$ cat src/rtl/i2c_master_ctrl.sv
// I2C master control: divides clk into SCL and sequences start, address+R/W, ack, data, ack, stop.
// Optional macro I2C_MULTI_BYTE_EN: a held enable chains further data bytes from the ack states.
module i2c_master_ctrl #(
    parameter int CLK_DIV = 4   // clk cycles per SCL half-period, must be >= 2
) (
    input  logic       clk,
    input  logic       resetN,
    input  logic       enable,
    input  logic       rw,
    input  logic       sda_in,
    output logic [7:0] state,
    output logic [3:0] count,
    output logic       i2c_scl_en,
    output logic       i2c_scl,
    output logic       scl_negedge,
    output logic       busy,
    output logic       done,
    output logic       ack_err
);
    localparam int DIV_W = (CLK_DIV > 2) ? $clog2(CLK_DIV) : 1;
    localparam logic [DIV_W-1:0] DIV_LAST = DIV_W'(CLK_DIV - 1);

    typedef enum logic [7:0] {
        IDLE       = 8'd0,
        START      = 8'd1,
        ADDRESS    = 8'd2,
        READ_ACK   = 8'd3,
        WRITE_DATA = 8'd4,
        READ_ACK2  = 8'd5,
        READ_DATA  = 8'd6,
        WRITE_ACK2 = 8'd7,
        STOP       = 8'd8
    } state_t;

    state_t           state_q;
    logic [3:0]       count_q;
    logic [DIV_W-1:0] div_q, div_d;
    logic             scl_q, scl_d;
    logic             rw_q;
    logic             scl_en_q;
    logic             busy_q;
    logic             done_q;
    logic             ack_err_q;
    logic             rise_tick;

    always_comb begin
        div_d = div_q + DIV_W'(1);
        scl_d = scl_q;
        if (div_q == DIV_LAST) begin
            div_d = '0;
            scl_d = ~scl_q;
        end
    end

    // The FSM only moves when scl_int is about to go high, so the datapath sees stable inputs at every fall.
    assign rise_tick = (div_q == DIV_LAST) && !scl_q;

    always_ff @(posedge clk or negedge resetN) begin
        if (!resetN) begin
            div_q     <= '0;
            scl_q     <= 1'b1;
            state_q   <= IDLE;
            count_q   <= 4'd0;
            rw_q      <= 1'b0;
            scl_en_q  <= 1'b0;
            busy_q    <= 1'b0;
            done_q    <= 1'b0;
            ack_err_q <= 1'b0;
        end else begin
            div_q  <= div_d;
            scl_q  <= scl_d;
            done_q <= 1'b0;
            if (rise_tick) begin
                case (state_q)
                    IDLE: begin
                        if (enable) begin
                            state_q   <= START;
                            rw_q      <= rw;
                            busy_q    <= 1'b1;
                            ack_err_q <= 1'b0;
                        end
                    end
                    START: begin
                        state_q  <= ADDRESS;
                        count_q  <= 4'd7;
                        scl_en_q <= 1'b1;
                    end
                    ADDRESS: begin
                        if (count_q != 4'd0) count_q <= count_q - 4'd1;
                        else                 state_q <= READ_ACK;
                    end
                    READ_ACK: begin
                        if (!sda_in) begin
                            state_q <= rw_q ? READ_DATA : WRITE_DATA;
                            count_q <= 4'd7;
                        end else begin
                            ack_err_q <= 1'b1;
                            state_q   <= STOP;
                            scl_en_q  <= 1'b0;
                        end
                    end
                    WRITE_DATA: begin
                        if (count_q != 4'd0) count_q <= count_q - 4'd1;
                        else                 state_q <= READ_ACK2;
                    end
                    READ_ACK2: begin
`ifdef I2C_MULTI_BYTE_EN
                        if (!sda_in && enable) begin
                            state_q <= WRITE_DATA;
                            count_q <= 4'd7;
                        end else begin
                            ack_err_q <= ack_err_q | sda_in;
                            state_q   <= STOP;
                            scl_en_q  <= 1'b0;
                        end
`else
                        ack_err_q <= ack_err_q | sda_in;
                        state_q   <= STOP;
                        scl_en_q  <= 1'b0;
`endif
                    end
                    READ_DATA: begin
                        if (count_q != 4'd0) count_q <= count_q - 4'd1;
                        else                 state_q <= WRITE_ACK2;
                    end
                    WRITE_ACK2: begin
`ifdef I2C_MULTI_BYTE_EN
                        if (enable) begin
                            state_q <= READ_DATA;
                            count_q <= 4'd7;
                        end else begin
                            state_q  <= STOP;
                            scl_en_q <= 1'b0;
                        end
`else
                        state_q  <= STOP;
                        scl_en_q <= 1'b0;
`endif
                    end
                    STOP: begin
                        state_q <= IDLE;
                        busy_q  <= 1'b0;
                        done_q  <= 1'b1;
                    end
                    default: begin
                        state_q  <= IDLE;
                        busy_q   <= 1'b0;
                        scl_en_q <= 1'b0;
                    end
                endcase
            end
        end
    end

    assign state       = state_q;
    assign count       = count_q;
    assign i2c_scl_en  = scl_en_q;
    assign i2c_scl     = scl_en_q ? scl_q : 1'b1;
    assign scl_negedge = scl_q;
    assign busy        = busy_q;
    assign done        = done_q;
    assign ack_err     = ack_err_q;
endmodule

$ cat config.mk
export PLATFORM = sky130hd
export DESIGN_NAME = i2c_master_ctrl
export DESIGN_NICKNAME = d
export VERILOG_FILES = /design/src/rtl/i2c_master_ctrl.sv
export SDC_FILE = /design/constraint.sdc
export NUM_CORES = 1
export LEC_CHECK = 0
export BUFFER_PORTS_ARGS = -buffer_cell sky130_fd_sc_hd__buf_2
export CAP_MARGIN = 20
export CORE_MARGIN = 8
export CORE_UTILIZATION = 46
export DETAILED_ROUTE_END_ITERATION = 10
export PLACE_DENSITY = 0.7
export SLEW_MARGIN = 10
export SYNTH_ARGS = -nofsm -noshare
export SYNTH_HDL_FRONTEND = slang
export SYNTH_SLANG_ARGS = --single-unit
$ cat constraint.sdc
create_clock -name clk -period 1.36 [get_ports clk]
set_input_delay 0.068 -clock clk [delete_from_list [all_inputs] [get_ports clk]]
set_output_delay 0.068 -clock clk [all_outputs]
set_load 0.01 [all_outputs]
* Word-level counts from Yosys, hierarchy flattened *
Cells that the tools add are included.

word-level totals
  bits in writable memories = 0
  bits in registers = 20
  logic and storage cells = 68
  latch bits = 0
  memories kept = 0
  memory bits (read-only) = 0
  output and inout bits = 18

cells by class
  div/mod/pow operators = 0
  $lt $le $gt $ge = 0
  add/sub/neg operators = 2
  bitwise logic cells = 4
  $mul = 0
  reduce and logical (&&, ||, !) cells = 16
  shift operators = 0
  equal/unequal tests = 16
  mux-type cells = 21

operators by type and width
  operator                                             count
  one-hot mux 8 bit (7 select lines)                   1
  equality test 8 x 3 -> 1 bit, second input constant  4
  2-to-1 mux 8 bit                                     4
  equality test 8 x 2 -> 1 bit, second input constant  2
  2-to-1 mux 4 bit                                     3
  != test 2 bit, second input constant                 6
  one-hot mux 4 bit (3 select lines)                   1
  AND reduction 3 bit                                  3
  equality test 8 x 1 -> 1 bit, second input constant  1
  equality test 8 x 4 -> 1 bit, second input constant  1
  logical NOT 8 bit                                    1
  AND reduction 4 bit                                  2
  2-to-1 mux 1 bit                                     7
  OR reduction 7 bit                                   1
  one-hot mux 1 bit (3 select lines)                   2
  nonzero test 3 bit                                   2
  AND reduction 5 bit                                  1
  OR reduction 5 bit                                   1
  2-to-1 mux 2 bit                                     2
  nonzero test 4 bit                                   1
  subtractor 4 x 1 -> 4 bit, second input constant     1
  inverter 1 bit                                       3
  OR reduction 3 bit                                   1
  adder 2 x 1 -> 2 bit, second input constant          1
  7 further kinds                                      7

* Longest topological paths before layout *
  word-level depth = 4
  depth in mapped cells = 5
  mapped depth without buffers = 5

* Worst setup path before layout *
No wires, ideal clock.

  kind = register -> register
  from = register count_q[0], in the netlist count[0]
  to = register state_q[0], in the netlist state[0]
  required time = 1.280 ns
  clock period less this slack = 1.553 ns
  setup slack = -0.193 ns
  stages on the path, launching flop included = 6
  buffers on the path = 0
  arrival time = 1.474 ns
  cell sequence = dfrtp_1 inv_1 ha_1 or3b_4 mux2_2 o22ai_2

on the way
  cells in the longest elaborated chain, start to end = 3

RTL lines
  what                                    RTL line      text
  start, declared                         36            logic [3:0] count_q;
  start signal, assigned                  89            if (count_q != 4'd0) count_q <= count_q - 4'd1;
  start signal, assigned                  103           if (count_q != 4'd0) count_q <= count_q - 4'd1;
  start signal, assigned                  123           if (count_q != 4'd0) count_q <= count_q - 4'd1;
  nonzero test 4 bit *                    89, 103, 123
  != test 2 bit (no source line)          -
  AND reduction 5 bit (no source line) *  -
  end signal, assigned                    94            state_q <= rw_q ? READ_DATA : WRITE_DATA;
  end, declared                           35            state_t state_q;

Every way passes the cells marked *; elsewhere a longest branch is shown, timed or not.
A chain may end at the register's enable or synchronous reset.

* Worst setup path after layout *
  from = register count_q[1], in the netlist count[1]
  to = register state_q[0], in the netlist state[0]

The elaborated chain is that of the path after synthesis.

==> key figures <==
Yosys
  – Number of warnings reported in the yosys synthesis log: 0
  – Synth area leader: dfrtp_1
  – Biggest area contributors in the synthesized netlist: dfrtp_1, buf_4, dfstp_2
  – Post-synthesis share of cell area spent on xor and xnor gates: 1.84%
  – Count of distinct cell types in the synthesized netlist: 51
  – Mux contribution to synthesized area: roughly 3.4%
  – Top cell type's share of synthesized area: 39.5%
  – Synthesized netlist cell count: 90
  – Async S/R FF share, synth: 100%
  – Arithmetic-cell share of the synthesized area counting full adders, half adders and majority gates: under 10%
  – Combinational family with the most area after synthesis: simple AND/OR/NAND/NOR gates
  – Avg Inst Size Synth: 10.6 um2
  – Flops & latches, synth: 16
  – Post-synthesis sequential area ratio: 42.3%
  – Post-synthesis share of cell area spent on and, or, nand and nor gates: 22.1%
  – Area of the mapped netlist: about 950 um2
  – EDFF count, synth: 0
  – Leading register cell type out of synthesis: dfrtp_1
  – Post-synthesis compound-gate area fraction: 19.4%

Floorplan
  – Initial core utilization: 48.4%
  – I/O pin count: 23
  – Chip width: 61.4 um
  – Standard-cell rows: 16
  – Vert. Die Dim: 61.4 um
  – Core area: 1960 um2
  – Die area: 3770 um2

Routing
  – Count of nets left with antenna violations after detail routing: 0
  – DR iter-0 viols: 19
  – Detailed Routing Iterations Pass 1: 4
  – DRC: 0
  – Average vias per placed instance: roughly 5.3
  – Detailed Route WL: about 2400 um
  – Routed vias: 841
  – WL/cell: ~15 um

CTS
  – CTS tree: built
  – Max Root-Sink Buffers: 2
  – Clock Tree Root: clkbuf_4
  – Total clock buffers created by CTS: 3
  – Skew-Pair Late Insertion Delay: 0.29 ns
  – Maximum level of the CTS H-tree: 1
  – Clock transition time at the flip-flop clock pins of the worst setup and hold paths: around 0.090 ns
  – Number of sinks on the clock net: 16

Setup path
  – CP required: ~1.6 ns
  – Worst setup SP type: flop
  – Sort of element at the end of the critical path: flop
  – Arrival time of data at the critical path endpoint: roughly 1.7 ns
  – Critical path type: flop to flop
  – Crit Path Max Fanout: 3

Finish
  – Final net count: 141
  – Diode count: 0
  – Most common cell after layout, fill and taps aside: buf_4
  – Area added between synthesis and finish: 39.7%
  – Ratio of cells with drive above 1 in the final layout: 48.1%
  – Utilization after layout: roughly two thirds
  – Commonest non-fill, non-tap cells in the layout: buf_4, buf_2, dfrtp_1
  – Summed area of non-filler cells in the final layout: 1330 um2

STA
  – Worst Setup Slack, final: -0.106 ns
  – Share of the cycle needed by the critical path after routing: 108%
  – Fin Clk Skew: approximately 0.0017 ns
  – RSZ-0062 raised after global routing: yes
  – Setup-failing EPs final: 4
  – Max-slew violations: 0
  – TNS Setup: -0.170 ns
  – Maximum clock frequency: 0.682 GHz
  – Hold Violations, Final: 0
  – Crit path time final: ~1.5 ns

Run status
  – Status: complete, but fails checks
  – Failing checks: setup timing

Place
  – Pre-CTS setup slack: -0.0823 ns
  – Count of input and output buffers: 18
  – Placer Congestion: 0.832
  – Area after DPL: 1190 um2
  – Half-perimeter wire length of the detailed placement result: 1750 um

Power and ir drop
  – Static leakage: 0.604 nW
  – Power density over cell area: 1170 nW/um2
  – Peak VDD IR: 0.000756 V

Global routing
  – Busiest layer in global routing: met2
  – Pin count of the biggest net entering global routing: 17
  – Number of antenna violations at the first check in global routing: 0
  – GR Util met3: under 10%
  – Total routing resource utilization after global routing: roughly 14%
  – Met1 usage in global routing: 17.3%
  – Met2 GRT Util: between 20% and 30%
  – Number of global-route vias before repair: 854
  – Wire length of the first global-routing pass: between 3000 and 4000 um
  – Global-route congestion overflow total: 0

Worst hold path
  – Hold Crit Class: input port to flop

Run
  – Number of max-cap violations: 0
[Yosys cell counts, types with 2 or more instances]
cell type / count
nor2_1: 3
o2bb2ai_1: 2
nor3_1: 2
a31oi_1: 2
buf_2: 3
dfrtp_1: 15
inv_1: 5
buf_4: 4
xor2_1: 2
ha_1: 2
o21ai_1: 2
nor2b_1: 2
or3b_1: 2
a21oi_1: 2
nand2_1: 4
nand4bb_1: 2
nand4_1: 2
[worst paths after layout]
check / start / end / slack, ns / depth (start not counted)
max: count[1] / state[0] / -0.11 / 5
min: sda_in / ack_err / 0.06 / 3
max reg2reg: count[1] / state[0] / -0.11 / 5
min reg2reg: rw_q / rw_q / 0.51 / 1
max in group asynchronous: resetN / scl_negedge / 0.82 / 2
min in group asynchronous: resetN / ack_err / 0.23 / 2
[sequential cells by signal, indices dropped and copies added (netlist names)]
register / cells
ack_err: 1
busy: 1
count: 4
div_q: 2
done: 1
i2c_scl_en: 1
rw_q: 1
scl_negedge: 1
state: 4
[cells by family after synthesis]
kind of cell / after synthesis
adder cells (fa/ha/maj): 2
multiplexers: 3
other: 1
AO/OA/AOI/OAI: 23
flip-flops: 16
XOR/XNOR: 2
AND/OR/NAND/NOR: 30
buffers and inverters: 13
[stage by stage]
step | total power [mW] | hold slack, ns | cells
2_1_floorplan | 0.961 | -0.228 | 93
3_3_place_gp | 1.21 | -0.00254 | 149
3_5_place_dp | 1.24 | 0.0128 | 149
4_1_cts | 1.56 | 0.0471 | 158
5_1_grt | 1.66 | 0.0630 | 160
6_report | 1.55 | 0.0578 | 160
[where the power goes]
group / total [mW] / internal (mW) / switching (mW)
Clock: 0.271 / 0.114 / 0.157
Sequential: 0.582 / 0.539 / 0.0436
Combinational: 0.701 / 0.390 / 0.310
[cell type report]
cell class	count	area [um2]
multi-input cells	64	536
fillers	166	636
flip-flops and latches	16	404
repair buffers	44	308
clock buffers	4	26.3
well taps	27	33.8
inverters	5	18.8
[worst max-delay path, stage by stage, from the launching register on]
cell	delay (ns)
dfrtp_2	0.42
inv_2	0.08
ha_4	0.12
or3b_4	0.38
mux2_4	0.29
o22ai_4	0.09
[routing by layer]
metal	wire length (um)	share of wire, %	vias to the layer above
met3	88	3.7	4
met5	0	0	-
met4	32	1.3	0
met1	1060	44	409
met2	1210	51	14
li1	-	-	414
[timing repair]
item                                    CTS  global route
resized for setup                         2             7
pin swaps                                 4             5
hold buffers                              2             0
endpoints found under the hold margin    17             0
endpoints found under the setup margin    6            12
setup buffers                             3             3
Note: power is estimated with default switching activity, not from simulation.
